File: src/rtl/imem_loader.sv
// imem_loader: receives a length-prefixed, XOR-checksummed byte frame and writes it as
// little-endian 32-bit words into instruction memory, holding the core in reset until the load succeeds.
`default_nettype none

module imem_loader #(
  parameter logic [31:0] BASE_ADDR   = 32'h0000_0000,
  parameter int          DEPTH_WORDS = 256
) (
  input  logic        clk,
  input  logic        rst,
  input  logic        start,
  input  logic [7:0]  rx_data,
  input  logic        rx_valid,
  output logic        rx_ready,
  output logic [31:0] imem_addr,
  output logic [31:0] imem_wdata,
  output logic        imem_we,
  output logic        core_rst_n,
  output logic        done,
  output logic        error
);

  typedef enum logic [2:0] {
    S_IDLE  = 3'd0,
    S_LEN0  = 3'd1,
    S_LEN1  = 3'd2,
    S_DATA  = 3'd3,
    S_WRITE = 3'd4,
    S_CSUM  = 3'd5,
    S_DONE  = 3'd6,
    S_ERR   = 3'd7
  } state_t;

  localparam logic [16:0] DEPTH_LIM = 17'(DEPTH_WORDS);

  state_t      state_q, state_d;
  logic [15:0] len_q, len_d;
  logic [15:0] word_idx_q, word_idx_d;
  logic [15:0] byte_cnt_q, byte_cnt_d;
  logic [7:0]  csum_q, csum_d;
  logic [31:0] word_q, word_d;
  logic        rx_ready_q, rx_ready_d;
  logic        imem_we_q, imem_we_d;
  logic [31:0] imem_addr_q, imem_addr_d;
  logic [31:0] imem_wdata_q, imem_wdata_d;
  logic        core_rst_n_q, core_rst_n_d;
  logic        done_q, done_d;
  logic        error_q, error_d;

  logic        accept;
  logic [15:0] len_full;

  assign accept   = rx_valid & rx_ready_q;
  assign len_full = {rx_data, len_q[7:0]};

  always_comb begin
    state_d      = state_q;
    len_d        = len_q;
    word_idx_d   = word_idx_q;
    byte_cnt_d   = byte_cnt_q;
    csum_d       = csum_q;
    word_d       = word_q;
    imem_addr_d  = imem_addr_q;
    imem_wdata_d = imem_wdata_q;

    case (state_q)
      S_IDLE, S_DONE, S_ERR: begin
        if (start) begin
          state_d    = S_LEN0;
          word_idx_d = 16'd0;
          byte_cnt_d = 16'd0;
          csum_d     = 8'd0;
          word_d     = 32'd0;
        end
      end
      S_LEN0: begin
        if (accept) begin
          len_d[7:0] = rx_data;
          csum_d     = csum_q ^ rx_data;
          state_d    = S_LEN1;
        end
      end
      S_LEN1: begin
        if (accept) begin
          len_d[15:8] = rx_data;
          csum_d      = csum_q ^ rx_data;
          if ({1'b0, len_full} > DEPTH_LIM) begin
            state_d = S_ERR;
          end else if (len_full == 16'd0) begin
            state_d = S_CSUM;
          end else begin
            state_d = S_DATA;
          end
        end
      end
      S_DATA: begin
        if (accept) begin
          csum_d = csum_q ^ rx_data;
          word_d[{byte_cnt_q[1:0], 3'b000} +: 8] = rx_data;
          if (byte_cnt_q == 16'd3) begin
            // Latch the write beat now so address/data are registered during WRITE.
            byte_cnt_d   = 16'd0;
            state_d      = S_WRITE;
            imem_addr_d  = BASE_ADDR + {14'd0, word_idx_q, 2'b00};
            imem_wdata_d = word_d;
          end else begin
            byte_cnt_d = byte_cnt_q + 16'd1;
          end
        end
      end
      S_WRITE: begin
        word_idx_d = word_idx_q + 16'd1;
        state_d    = (word_idx_q == len_q - 16'd1) ? S_CSUM : S_DATA;
      end
      S_CSUM: begin
        if (accept) begin
          state_d = (rx_data == csum_q) ? S_DONE : S_ERR;
        end
      end
      default: state_d = S_IDLE;
    endcase

    rx_ready_d   = (state_d == S_LEN0) || (state_d == S_LEN1) ||
                   (state_d == S_DATA) || (state_d == S_CSUM);
    imem_we_d    = (state_d == S_WRITE);
    core_rst_n_d = (state_d == S_DONE);
    done_d       = (state_d == S_DONE);
    error_d      = (state_d == S_ERR);
  end

  always_ff @(posedge clk) begin
    if (!rst) begin
      state_q      <= S_IDLE;
      len_q        <= 16'd0;
      word_idx_q   <= 16'd0;
      byte_cnt_q   <= 16'd0;
      csum_q       <= 8'd0;
      word_q       <= 32'd0;
      rx_ready_q   <= 1'b0;
      imem_we_q    <= 1'b0;
      imem_addr_q  <= 32'd0;
      imem_wdata_q <= 32'd0;
      core_rst_n_q <= 1'b0;
      done_q       <= 1'b0;
      error_q      <= 1'b0;
    end else begin
      state_q      <= state_d;
      len_q        <= len_d;
      word_idx_q   <= word_idx_d;
      byte_cnt_q   <= byte_cnt_d;
      csum_q       <= csum_d;
      word_q       <= word_d;
      rx_ready_q   <= rx_ready_d;
      imem_we_q    <= imem_we_d;
      imem_addr_q  <= imem_addr_d;
      imem_wdata_q <= imem_wdata_d;
      core_rst_n_q <= core_rst_n_d;
      done_q       <= done_d;
      error_q      <= error_d;
    end
  end

  assign rx_ready   = rx_ready_q;
  assign imem_we    = imem_we_q;
  assign imem_addr  = imem_addr_q;
  assign imem_wdata = imem_wdata_q;
  assign core_rst_n = core_rst_n_q;
  assign done       = done_q;
  assign error      = error_q;

endmodule

`default_nettype wire

File: config.mk
export PLATFORM = sky130hd
export DESIGN_NAME = imem_loader
export DESIGN_NICKNAME = d
export VERILOG_FILES = /design/src/rtl/imem_loader.sv
export SDC_FILE = /design/constraint.sdc
export NUM_CORES = 1
export LEC_CHECK = 0
export CAP_MARGIN = 5
export CORE_UTILIZATION = 60
export CTS_BUF_LIST = sky130_fd_sc_hd__clkbuf_4 sky130_fd_sc_hd__clkbuf_8
export DETAILED_ROUTE_END_ITERATION = 7
export GPL_ROUTABILITY_DRIVEN = 0
export PLACE_DENSITY = 0.83
export SYNTH_ARGS = -nofsm -noshare
export SYNTH_HDL_FRONTEND = slang
export SYNTH_SLANG_ARGS = --single-unit
File: constraint.sdc
create_clock -name clk -period 6.65 [get_ports clk]
set_input_delay 1.33 -clock clk [delete_from_list [all_inputs] [get_ports clk]]
set_output_delay 1.33 -clock clk [all_outputs]
set_load 0.005 [all_outputs]
==> results of run 1 <==
[metal layers]
layer	track usage, %	vias up
met5	0	-
met4	15.8	0
met3	8.54	49
met2	51.6	256
met1	35.2	3046
li1	-	3050
[tightest hold or removal path, delay by kind of cell, from the launching register on]
family	cells	cell delay, ns
AOI/OAI and AO/OA	1	0.05
and+or+nand+nor	1	0.05
DFF	1	0.31
[state kept, by name, summed over array words and instances, names as in the netlist]
signal and count:
imem_wdata 32, word_q 32, byte_cnt_q 16, imem_addr 16, len_q 16, word_idx_q 16, csum_q 8, state_q 3
done 1, error 1, imem_we 1, rx_ready 1
[worst paths after layout]
check / start / endpoint / slack (ns) / depth (start not counted)
worst min-delay path: imem_addr[7]$_SDFFE_PN0P_ / imem_addr[7]$_SDFFE_PN0P_ / 0.46 / 2
worst max-delay path: rx_valid / done$_SDFF_PN0_ / 2.72 / 8
worst min register to register: imem_addr[7]$_SDFFE_PN0P_ / imem_addr[7]$_SDFFE_PN0P_ / 0.46 / 2
worst max register to register: byte_cnt_q[0]$_SDFFE_PN0P_ / done$_SDFF_PN0_ / 2.87 / 8
[cells in the final DEF (no fill, tap or decap), types with 18 or more instances in the layout]
master and count:
a21oi_1 49, a22oi_1 34, clkbuf_8 21, clkdlybuf4s50_1 64
dfxtp_1 143, inv_1 25, mux2i_1 18, nand2_1 119
nand2b_1 18, nand3_1 24, nor2_1 113, nor3_1 29
o21ai_0 40, xnor2_1 21
[logic make-up (layout without fill, tap and decap cells)]
kind of cell	count (synthesis)	after routing	synth area share [%]
other	1	16	0.0538
AOI/OAI and AO/OA	192	192	18.6
adders and majority gates	8	8	1.44
xor gates and xnor gates	29	29	3.65
muxes	22	22	3.23
and+or+nand+nor	369	369	24.4
DFF	143	143	41.1
buffers and inverters	108	128	7.46
[report_power, final]
group          leakage (nW)  switching, mW  total [mW]  internal [mW]
clock network         0.199          0.319       0.666          0.347
registers              1.15         0.0102       0.875          0.865
logic                  1.35          0.101       0.149         0.0482
total                  2.70          0.429        1.69           1.26
[cell type report]
cell class	instances	area, um^2	area share, %
Tap cell	140	175	2.23
Multi-Input combinational cell	636	3650	46.5
Timing Repair Buffer	69	676	8.62
Clock inverter	6	57.6	0.734
Clock buffer	25	319	4.07
Inverter	28	105	1.34
Sequential cell	143	2860	36.5
==> results.cfg, run 1 <==
[timing]
min_period_over_period_pct = 59.0
final-max-slew-violation-count = 0
fmax_mhz = 255
hold_violations = 0
fin_tns_setup_ns = 0
relSlewSlack_pct = 22.2
setup_ws_ns = 2.72
fin_crit_ns = 3.93
rsz0062_at_grt = no
finalSetupViolations = 0
skew_ns = 0.00855
worst_pin_slew_ns = 1.16
fin_hold_ws_ns = 0.458

[synth]
yosys.area.top_type = dfxtp_1
avgSynthCellArea_um2 = 7.99
synth_area_um2 = 6960
synthTopCellsByCount = dfxtp_1 (143), nand2_1 (119), nor2_1 (114)
synth_cell_types = 63
synth-edff-count = 0
yosysMostFrequentCell = dfxtp_1
synth.yosys.seq_area_share_pct = 41.1
synthArstFlopShare_pct = 0
synthFlopType = dfxtp_1
synth_top_cell_area_share_pct = 41.1
yosys_register_bits = 143
synthTopCellsByArea = dfxtp_1 (41%), nand2_1 (6.4%), nor2_1 (6.1%)
ys.warnings.count = 0
synthCells = 872

[layout]
drive_above_1_share_pct = 5.84
final_util_pct = 70.8
nNetsFinal = 915
syn_to_final_growth_pct = 12.6
design_area_um2 = 7840
fillers = 907
num_antenna_cells = 0
instances_no_fill = 1047

[cts]
cts.sinks = 143
cts-resized-gates = 0
htreeDepth = 4
clock_latency_ns = 0.46
cts_setup_buffers = 0
cts_hold_buffers = 0
cts_root_buf = clkbuf_8
cts_tree = built
cts_buffers = 17
clock_path_buffers = 2
path_clk_slew_ns = 0.07

[die]
io_pins = 81
die_x_um = 110
core_um2 = 11100
initial_core_util_pct = 62.9
rows = 38
dieArea_um2 = 12000
dieHeight_um = 110

[place]
placed_area_um2 = 7460
port_buffers = 64
dp_hpwl_um = 11600
dp.cells = 1015
place_worst_setup_slack_ns = 2.33

[detailed_routing]
top_layer = met4
drtIter0Drc = 503
first_pass_iters = 6
wl_um = 17700
wirelength_met1_um = 7410
drtAntennaViolNets = 0
wl_met3_um = 1330
viasPerCell = 6.11
vias = 6401
wire_per_inst_um = 16.9
met2_length_um = 8490
drc = 0

[global_route]
grt-ovfl-total = 0
grt_pass1_wl_um = 28400
first_global_vias = 6134
grt_use_total_pct = 30.5
grt_max_degree = 61
grt_antenna_before_repair = 0

[power_and_ir_drop]
pwr_density_cell_nw_per_um2 = 216
ir_drop_uv = 177
power_mw = 1.69
p_leak_nw = 2.70

[setup_path]
crit_buf_inv = 1
crit_top_cell = nor3b_1
start_kind = input pin
worst_setup_path_end_kind = register
required_ns = 7.02
crit_family = simple AND/OR/NAND/NOR gates
crit_chain = clkdlybuf4s50_1, and2_1, nand3_1, nor2_4, o31a_1, nor3b_1, a21oi_2, nor3b_1
critical_path.max_stage_delay_ns = 1.02
crit_type = input pin to register
cp_slowest_cell = nor2_4
cp.arrival_ns = 4.29
worstPathMaxFanout = 50

[run_status]
outcome = completed

[flow_run]
drv_cap = 0

[hold_path]
hp-class = register to register
Power figures use the tool's default switching activity.
==> run 2, diff against run 1 <==
--- a/config.mk
+++ b/config.mk
@@ -6,11 +6,11 @@
 export NUM_CORES = 1
 export LEC_CHECK = 0
 export CAP_MARGIN = 5
-export CORE_UTILIZATION = 60
+export CORE_UTILIZATION = 53
 export CTS_BUF_LIST = sky130_fd_sc_hd__clkbuf_4 sky130_fd_sc_hd__clkbuf_8
 export DETAILED_ROUTE_END_ITERATION = 7
 export GPL_ROUTABILITY_DRIVEN = 0
-export PLACE_DENSITY = 0.83
+export PLACE_DENSITY = 0.77
 export SYNTH_ARGS = -nofsm -noshare
 export SYNTH_HDL_FRONTEND = slang
 export SYNTH_SLANG_ARGS = --single-unit
==> constraint.sdc (replaced) <==
create_clock -name clk -period 3.3 [get_ports clk]
set_input_delay 0.66 -clock clk [delete_from_list [all_inputs] [get_ports clk]]
set_output_delay 0.66 -clock clk [all_outputs]
set_load 0.005 [all_outputs]
==> run 2 against run 1 <==
Effect of this change: critical path depth grew 1; non-clock buffer count grew 24; sequential share of layout area shrank 1.2 points; worst setup slack lost 2.0 ns; utilization shrank 7.1 points; global-route usage shrank 4.2 points; routed wire length shrank 3.7%; sequential power grew 100%; via count shrank 1.1%; clock power grew 110%; first-iteration DRC count grew 18%; critical path type is now register to register; critical endpoint unchanged; highest routed layer unchanged.
==> results.cfg, run 2 (synthesis gave the netlist of run 1 again) <==
[timing]
final-max-slew-violation-count = 0
finalSetupViolations = 0
worst_pin_slew_ns = 0.797
setup_ws_ns = 0.711
skew_ns = 0.0124
min_period_over_period_pct = 78.5
fin_crit_ns = 2.59
fin_tns_setup_ns = 0
fmax_mhz = 386
fin_hold_ws_ns = 0.456
rsz0062_at_grt = no
relSlewSlack_pct = 46.4
hold_violations = 0

[place]
dp_hpwl_um = 11400
port_buffers = 64
place_worst_setup_slack_ns = 0.519

[die]
dieArea_um2 = 13600
rows = 41
core_um2 = 12700
die_x_um = 117
io_pins = 81
dieHeight_um = 117
initial_core_util_pct = 54.7

[layout]
mostFrequentLayoutCells = dfxtp_1 (143), nand2_1 (119), nor2_1 (113)
drive_above_1_share_pct = 8.27
syn_to_final_growth_pct = 16.3
final_common_cell = dfxtp_1
num_antenna_cells = 0
final_util_pct = 63.6
nNetsFinal = 939

[detailed_routing]
wl_met3_um = 1100
wl_um = 17000
vias = 6331
viasPerCell = 5.74
wire_per_inst_um = 15.4
drc = 0
first_pass_iters = 5
drtAntennaViolNets = 0
wirelength_met1_um = 7740
met2_length_um = 7820
top_layer = met4
drtIter0Drc = 593

[cts]
cts_tree = built
cts_buffers = 17
clock_path_buffers = 2
path_clk_slew_ns = 0.08
cts_hold_buffers = 0
htreeDepth = 4
cts.sinks = 143
clock_latency_ns = 0.46
cts_setup_buffers = 0
cts-resized-gates = 0
cts_root_buf = clkbuf_8

[setup_path]
crit_top_cell = nor3b_1
critical_path.max_stage_delay_ns = 0.47
cp.arrival_ns = 2.92
crit_buf_inv = 1
cp_slowest_cell = or3b_2
required_ns = 3.63
start_kind = register
worst_setup_path_end_kind = register
worstPathMaxFanout = 6
crit_family = simple AND/OR/NAND/NOR gates
crit_type = register to register
crit_chain = inv_1, ha_1, or3b_2, or2_1, nor3b_1, o31a_1, o2111a_1, a21oi_2, nor3b_1

[power_and_ir_drop]
cellInternalPower_mw = 2.62
power_frac_comb_pct = 9.1
p_clk_share_pct = 40.5
p_leak_nw = 2.83
ir_drop_uv = 258
pwr_density_cell_nw_per_um2 = 432
power_switching_mw = 0.871
power_switching_share_pct = 24.9
p_seq_share_pct = 50.4

[run_status]
outcome = completed

[global_route]
first_global_vias = 5532
grt_max_degree = 90
grt_antenna_before_repair = 0
grt_pass1_wl_um = 27600
grt-ovfl-total = 0
grt_use_total_pct = 26.3

[hold_path]
hp-class = register to register

[flow_run]
drv_cap = 0
-- run 2: metal layers --
metal | vias up | GRT usage (%)
li1 | 3105 | -
met1 | 2967 | 35.7
met2 | 228 | 41.1
met3 | 31 | 5.19
met4 | 0 | 10.5
met5 | - | 0
-- run 2: path summary, 6_finish.rpt --
| path | from | to | slack, ns | cells after the start |
|---|---|---|---|---|
| worst min register to register | imem_addr[7]$_SDFFE_PN0P_ | imem_addr[7]$_SDFFE_PN0P_ | 0.46 | 2 |
| worst min-delay path | imem_addr[7]$_SDFFE_PN0P_ | imem_addr[7]$_SDFFE_PN0P_ | 0.46 | 2 |
| worst max register to register | len_q[0]$_SDFFE_PN0P_ | done$_SDFF_PN0_ | 0.71 | 9 |
| worst max-delay path | len_q[0]$_SDFFE_PN0P_ | done$_SDFF_PN0_ | 0.71 | 9 |
-- run 2: area by class of cell --
type                            count  area (um^2)
Clock buffer                       25          313
Clock inverter                      6         82.6
Fill cell                        1197         4630
Inverter                           28          106
Multi-Input combinational cell    636         3650
Sequential cell                   143         2860
Tap cell                          172          215
Timing Repair Buffer               93          871
-- run 2: power groups by stage --
stage	Combinational, mW	Sequential, mW	Clock [mW]
2_1_floorplan	0.238	1.79	0
3_3_place_gp	0.312	1.80	0
3_5_place_dp	0.313	1.80	0
4_1_cts	0.315	1.76	1.43
5_1_grt	0.351	1.76	1.50
6_report	0.319	1.76	1.42
-- run 2: worst min-delay path, cell delays in order, from the launching register on --
cell,delay (ns)
dfxtp_1,0.31
nand2_1,0.05
a21oi_1,0.05
-- run 2: metrics by stage --
stage / cell area, um^2 / total power, mW / std cells
2_1_floorplan: 7020 / 2.03 / 887
3_3_place_gp: 7700 / 2.11 / 1072
3_5_place_dp: 7700 / 2.11 / 1072
4_1_cts: 8100 / 3.50 / 1103
5_1_grt: 8100 / 3.61 / 1103
6_report: 8100 / 3.50 / 1103
